File: src/rtl/vecarray_pkg.sv
// Shared types for the vector-shift tile array: opcodes, chain stage record,
// drain FSM states and the chain-length helper.
package vecarray_pkg;

    // Stage data is carried at this width; instances use the low REG_WIDTH bits.
    localparam int VA_DATA_W = 64;

    typedef enum logic [1:0] {
        OP_NOP   = 2'd0,
        OP_LOAD  = 2'd1,
        OP_DRAIN = 2'd2,
        OP_CLEAR = 2'd3
    } opcode_e;

    typedef struct packed {
        logic [VA_DATA_W-1:0] data;
        logic                 is_data;
        logic                 is_last;
    } stage_t;

    typedef enum logic {
        ST_IDLE  = 1'b0,
        ST_DRAIN = 1'b1
    } state_e;

    function automatic int stage_count(input int reg_count, input int tile_height,
                                       input int intertile);
        int tot_tile;
        tot_tile = (reg_count + tile_height - 1) / tile_height;
        return reg_count + (tot_tile - 1) * intertile;
    endfunction

endpackage

File: src/rtl/vecarray_stage.sv
// One chain stage: clear, load-from-successor on advance, or serial shift-in
// with an optional end-of-vector mark while idle.
module vecarray_stage
    import vecarray_pkg::*;
(
    input  logic   clk,
    input  logic   rstn,
    input  logic   step_en,
    input  logic   clr,
    input  logic   adv,
    input  stage_t succ,
    input  logic   shift_en,
    input  logic   shift_bit,
    input  logic   set_last,
    output stage_t q
);

    stage_t stage_q, stage_d;

    always_comb begin
        stage_d = stage_q;
        if (clr) begin
            stage_d = '0;
        end else if (adv) begin
            stage_d = succ;
        end else begin
            if (shift_en) begin
                stage_d.data    = {stage_q.data[VA_DATA_W-2:0], shift_bit};
                stage_d.is_data = 1'b1;
            end
            if (set_last) begin
                stage_d.is_last = 1'b1;
            end
        end
    end

    always_ff @(posedge clk or negedge rstn) begin
        if (!rstn) begin
            stage_q <= '0;
        end else if (step_en) begin
            stage_q <= stage_d;
        end
    end

    assign q = stage_q;

endmodule

File: src/rtl/vecshift_array_pipe.sv
// Tiled bit-serial register array drained through tile 0 as a valid/ready stream.
// VECARRAY_DBG_STEP_EN: when defined, every update is gated by dbg_clk_enable.
module vecshift_array_pipe
    import vecarray_pkg::*;
#(
    parameter int REG_WIDTH       = 16,
    parameter int REG_COUNT       = 8,
    parameter int TILE_HEIGHT     = 4,
    parameter int INTERTILE_STAGE = 1
) (
    input  logic                 clk,
    input  logic                 rstn,
    input  logic [1:0]           instruction,
    input  logic                 inputValid,
    output logic                 instrReady,
    input  logic [REG_COUNT-1:0] serialIn,
    input  logic [REG_COUNT-1:0] serialIn_valid,
    output logic [REG_WIDTH-1:0] parallelOut,
    output logic                 outValid,
    output logic                 outLast,
    input  logic                 outReady,
    output logic                 busy,
    input  logic                 dbg_clk_enable
);

    localparam int N      = stage_count(REG_COUNT, TILE_HEIGHT, INTERTILE_STAGE);
    localparam int PERIOD = TILE_HEIGHT + INTERTILE_STAGE;

    logic step_en;
`ifdef VECARRAY_DBG_STEP_EN
    assign step_en = dbg_clk_enable;
`else
    logic unused_dbg;
    assign step_en    = 1'b1;
    assign unused_dbg = dbg_clk_enable;
`endif

    opcode_e op;
    state_e  state_q, state_d;
    stage_t  out_q, out_d;
    stage_t  chain_q [N];
    logic    clr, load, drain_start, adv, done;

    assign op = opcode_e'(instruction);

    always_comb begin
        clr         = inputValid && (op == OP_CLEAR);
        load        = inputValid && (state_q == ST_IDLE) && (op == OP_LOAD);
        drain_start = inputValid && (state_q == ST_IDLE) && (op == OP_DRAIN);
        adv         = (state_q == ST_DRAIN) && (!out_q.is_data || outReady);
        // The marker leaves either with the handshake of a data word or as a
        // discarded empty slot at the head of the chain.
        done        = adv && ((out_q.is_data && out_q.is_last) ||
                              (chain_q[0].is_last && !chain_q[0].is_data));
    end

    always_comb begin
        state_d = state_q;
        out_d   = out_q;
        if (clr) begin
            state_d = ST_IDLE;
            out_d   = '0;
        end else begin
            case (state_q)
                ST_IDLE:  if (drain_start) state_d = ST_DRAIN;
                ST_DRAIN: if (done)        state_d = ST_IDLE;
                default:                   state_d = ST_IDLE;
            endcase
            if (adv) begin
                out_d = chain_q[0].is_data ? chain_q[0] : '0;
            end
        end
    end

    always_ff @(posedge clk or negedge rstn) begin
        if (!rstn) begin
            state_q <= ST_IDLE;
            out_q   <= '0;
        end else if (step_en) begin
            state_q <= state_d;
            out_q   <= out_d;
        end
    end

    for (genvar s = 0; s < N; s++) begin : g_stage
        // Stage s is a register when its offset within a tile period is below
        // TILE_HEIGHT; the remaining slots of each period are pipeline stages.
        localparam bit IS_REG = (s % PERIOD) < TILE_HEIGHT;
        localparam int RIDX   = (s / PERIOD) * TILE_HEIGHT + (s % PERIOD);

        stage_t succ;
        logic   sh_en, sh_bit, mark;

        if (s == N - 1) begin : g_tail
            assign succ = '0;
            assign mark = drain_start;
        end else begin : g_body
            assign succ = chain_q[s+1];
            assign mark = 1'b0;
        end

        if (IS_REG) begin : g_reg
            assign sh_en  = load && serialIn_valid[RIDX];
            assign sh_bit = serialIn[RIDX];
        end else begin : g_pipe
            assign sh_en  = 1'b0;
            assign sh_bit = 1'b0;
        end

        vecarray_stage u_stage (
            .clk       (clk),
            .rstn      (rstn),
            .step_en   (step_en),
            .clr       (clr),
            .adv       (adv),
            .succ      (succ),
            .shift_en  (sh_en),
            .shift_bit (sh_bit),
            .set_last  (mark),
            .q         (chain_q[s])
        );
    end

    if (REG_WIDTH < VA_DATA_W) begin : g_hi
        logic unused_hi;
        assign unused_hi = ^out_q.data[VA_DATA_W-1:REG_WIDTH];
    end

    assign parallelOut = out_q.data[REG_WIDTH-1:0];
    assign outValid    = out_q.is_data;
    assign outLast     = out_q.is_data && out_q.is_last;
    assign busy        = (state_q == ST_DRAIN);
    assign instrReady  = (state_q == ST_IDLE);

endmodule

File: config.mk
export PLATFORM = sky130hd
export DESIGN_NAME = vecshift_array_pipe
export DESIGN_NICKNAME = d
export VERILOG_FILES = /design/src/rtl/vecarray_pkg.sv /design/src/rtl/vecarray_stage.sv /design/src/rtl/vecshift_array_pipe.sv
export SDC_FILE = /design/constraint.sdc
export NUM_CORES = 1
export LEC_CHECK = 0
export ABC_AREA = 1
export CAP_MARGIN = 20
export CORE_ASPECT_RATIO = 2
export CORE_MARGIN = 10
export CORE_UTILIZATION = 45
export DETAILED_ROUTE_END_ITERATION = 8
export PLACE_DENSITY = 0.61
export SLEW_MARGIN = 30
export SYNTH_ARGS = -nofsm -noshare
export SYNTH_HDL_FRONTEND = slang
export SYNTH_SLANG_ARGS = --single-unit
File: constraint.sdc
create_clock -name clk -period 3.9 [get_ports clk]
set_input_delay 0.78 -clock clk [delete_from_list [all_inputs] [get_ports clk]]
set_output_delay 0.78 -clock clk [all_outputs]
set_load 0.02 [all_outputs]
==> metrics <==
area added between synthesis and finish=8.29%; # hold bufs at CTS=0; P_leak=5.44 nW; CP endpoint kind=flip-flop; vias in the first global route=8076; Max-Cap Viols=0; Die ar.=0.0272 mm^2; Syn Inst Count=1196; commonest non-fill, non-tap cell in the layout=nand2_1; RePlAce Congestion=0.772; Mapped Avg Cell Area=7.79 um^2; sequential fraction of the synthesis area=48.6%; Ys Warns=0; Critical Path Start Type=primary input; CP most frequent cell=nand2_1; DIE WIDTH=122 um; Final Skew=0.00627 ns; Remaining Overflow, GRT=0; 1st-iter DRT viols=505; clock insertion delay at the later pin of the skew report=0.44 ns; DP Wirelength=15400 um; pin count of the biggest net entering global routing=121; Required @ worst endpoint=4.27 ns; post-CTS setup buffer count=0; layout cell share with drive strength beyond 1=6.01%; max-slew violations=0; 1st-pass router iterations=5; core area=0.0204 mm^2; I/O pin count=43; row count=74; Inst Count DP=1418; CTS Sinks=181; Slew HR=39.4%; Post-DRT Antenna Nets=0; Die Y=223 um; Netlist cell types=22; vias=7910; GRT Total Usage=18.5%; Post-Layout Cell Count=1448; crit-path cells=clkdlybuf4s50_1 -> nand3_4 -> nand2_1 -> inv_4 -> buf_4 -> nand3_1 -> nand2_1; CTS tree=yes; min cycle time layout=2.79 ns; antenna violations before repair=0; first-pass GRT wire length=41000 um; fmax=358 MHz; slowest stage delay, CP=0.59 ns; RSZ-0062 raised after global routing=no; Routed WL per cell=16.7 um; fin crit share=71.6%; crit-path max FO=57; Buf/Inv on CP=3; status=finished, final reports clean; synthesized net count=1219; H-tree depth=4; CTS Buf Count=17; TNS Setup=0 ns; flops & latches, synth=181; Slowest-stage cell, CP=inv_4; data arrival time of the critical path=3.16 ns; vias per cell=5.46; final setup vio count=0; Reg clk slew, reported paths=0.06 ns; Worst IR Drop VDD=0.000560 V; drt total wl=24100 um; Pwr Total=7.13 mW; Worst Hold Class=in2async; WHS=0.365 ns; ANT cells=0; clock buffer depth=2; commonest cells after routing, fill and taps aside=nand2_1, nand3_1, dfrtp_1; CP delay by family, top=buffers and inverters; Post-CTS Resized=0; Starting Density=45.7%; CTS Root Cell=clkbuf_16; slew at the pin closest to its max-slew limit=0.909 ns; Post-Syn Area=0.00931 mm^2; DRC=0; final hold vios=0; fin nets=1194; PwrDens=707 mW/mm^2; critical path class=in2reg; input/output buffers=41
==> per-layer routing <==
| layer | part of all wire (%) | wire length (um) | up-vias | GRT usage, % |
|---|---|---|---|---|
| met3 | 2.5 | 606 | 30 | 3.04 |
| met2 | 54 | 13000 | 118 | 32.1 |
| met4 | 3.6 | 880 | 0 | 9.16 |
| met5 | 0 | 0 | - | 0 |
| met1 | 40 | 9700 | 3898 | 21.2 |
| li1 | - | - | 3864 | - |
==> power breakdown <==
part	internal [mW]	switching (mW)	leakage, nW
combinational	0.837	1.72	2.73
sequential	2.51	0.570	2.47
clock	0.801	0.699	0.237
==> worst reg2reg max path, cell delays in order, from the launching register on <==
cell and delay (ns):
dfrtp_4 0.64, nand2_4 0.16, nand2_1 0.30, inv_4 0.60, buf_4 0.40, nand3_1 0.11, nand2_1 0.09
==> kinds of logic (layout without fill, tap and decap cells) <==
kind of cell,after synthesis,count (layout),synth area share (%)
AO/OA/AOI/OAI,29,29,1.71
buffers and inverters,137,123,8.48
flip-flops,181,181,48.6
AND/OR/NAND/NOR,849,849,41.2
==> cell usage after synthesis <==
library cell | n | area share, %
inv_1 | 27 | 1.1
nand2_2 | 2 | 0.13
inv_2 | 3 | 0.12
dfrtp_1 | 181 | 49
buf_4 | 31 | 2.5
nand3_4 | 7 | 1.3
buf_2 | 37 | 2.0
nor2_2 | 1 | 0.067
o21ai_0 | 10 | 0.54
buf_1 | 11 | 0.44
nand3_1 | 375 | 20
nor2_8 | 1 | 0.21
nand4_1 | 1 | 0.067
o22ai_1 | 8 | 0.54
o21ai_1 | 7 | 0.38
nand2_1 | 453 | 18
a21oi_1 | 3 | 0.16
buf_6 | 15 | 1.8
nand3_2 | 9 | 0.97
a21oi_2 | 1 | 0.094
clkbuf_1 | 12 | 0.48
clkinv_1 | 1 | 0.040
==> flip-flops by register name (all words and copies together) (netlist names) <==
signal / cells
g_stage.u_stage.q: 162
out_q: 1
parallelOut: 16
busy: 1
outValid: 1
==> layout make-up <==
cell class / count / area [um^2]
fillers: 2065 / 10300
flip-flops and latches: 181 / 4530
multi-input cells: 878 / 4010
repair buffers: 62 / 609
clock buffers: 24 / 452
well taps: 266 / 333
inverters: 31 / 119
clock inverters: 6 / 32.5
==> worst paths after layout <==
path | from | endpoint | slack, ns | cells past startpoint
worst max-delay path | instruction[1] | g_stage[6].u_stage.q[16]$_DFFE_PN0P_ | 1.11 | 7
worst min-delay path | rstn | g_stage[2].u_stage.q[2]$_DFFE_PN0P_ | 0.36 | 1
worst max register to register | busy$_DFF_PN0_ | g_stage[6].u_stage.q[16]$_DFFE_PN0P_ | 1.55 | 6
worst min register to register | g_stage[5].u_stage.q[17]$_DFFE_PN0P_ | g_stage[4].u_stage.q[17]$_DFFE_PN0P_ | 0.48 | 2
max in group asynchronous | rstn | parallelOut[11]$_DFFE_PN0P_ | 2.72 | 2
min in group clk | g_stage[5].u_stage.q[17]$_DFFE_PN0P_ | g_stage[4].u_stage.q[17]$_DFFE_PN0P_ | 0.48 | 2
==> per-stage QoR <==
step           setup WS (ns)  util [%]  cell area (um^2)
6_report                1.11      49.5             10100
5_1_grt                0.959      49.5             10100
4_1_cts                 1.12      49.5             10100
3_5_place_dp           0.675      47.1              9600
3_3_place_gp           0.693      47.1              9600
2_1_floorplan           2.16         -              9310
No activity file was read; power rests on OpenSTA's default activity.
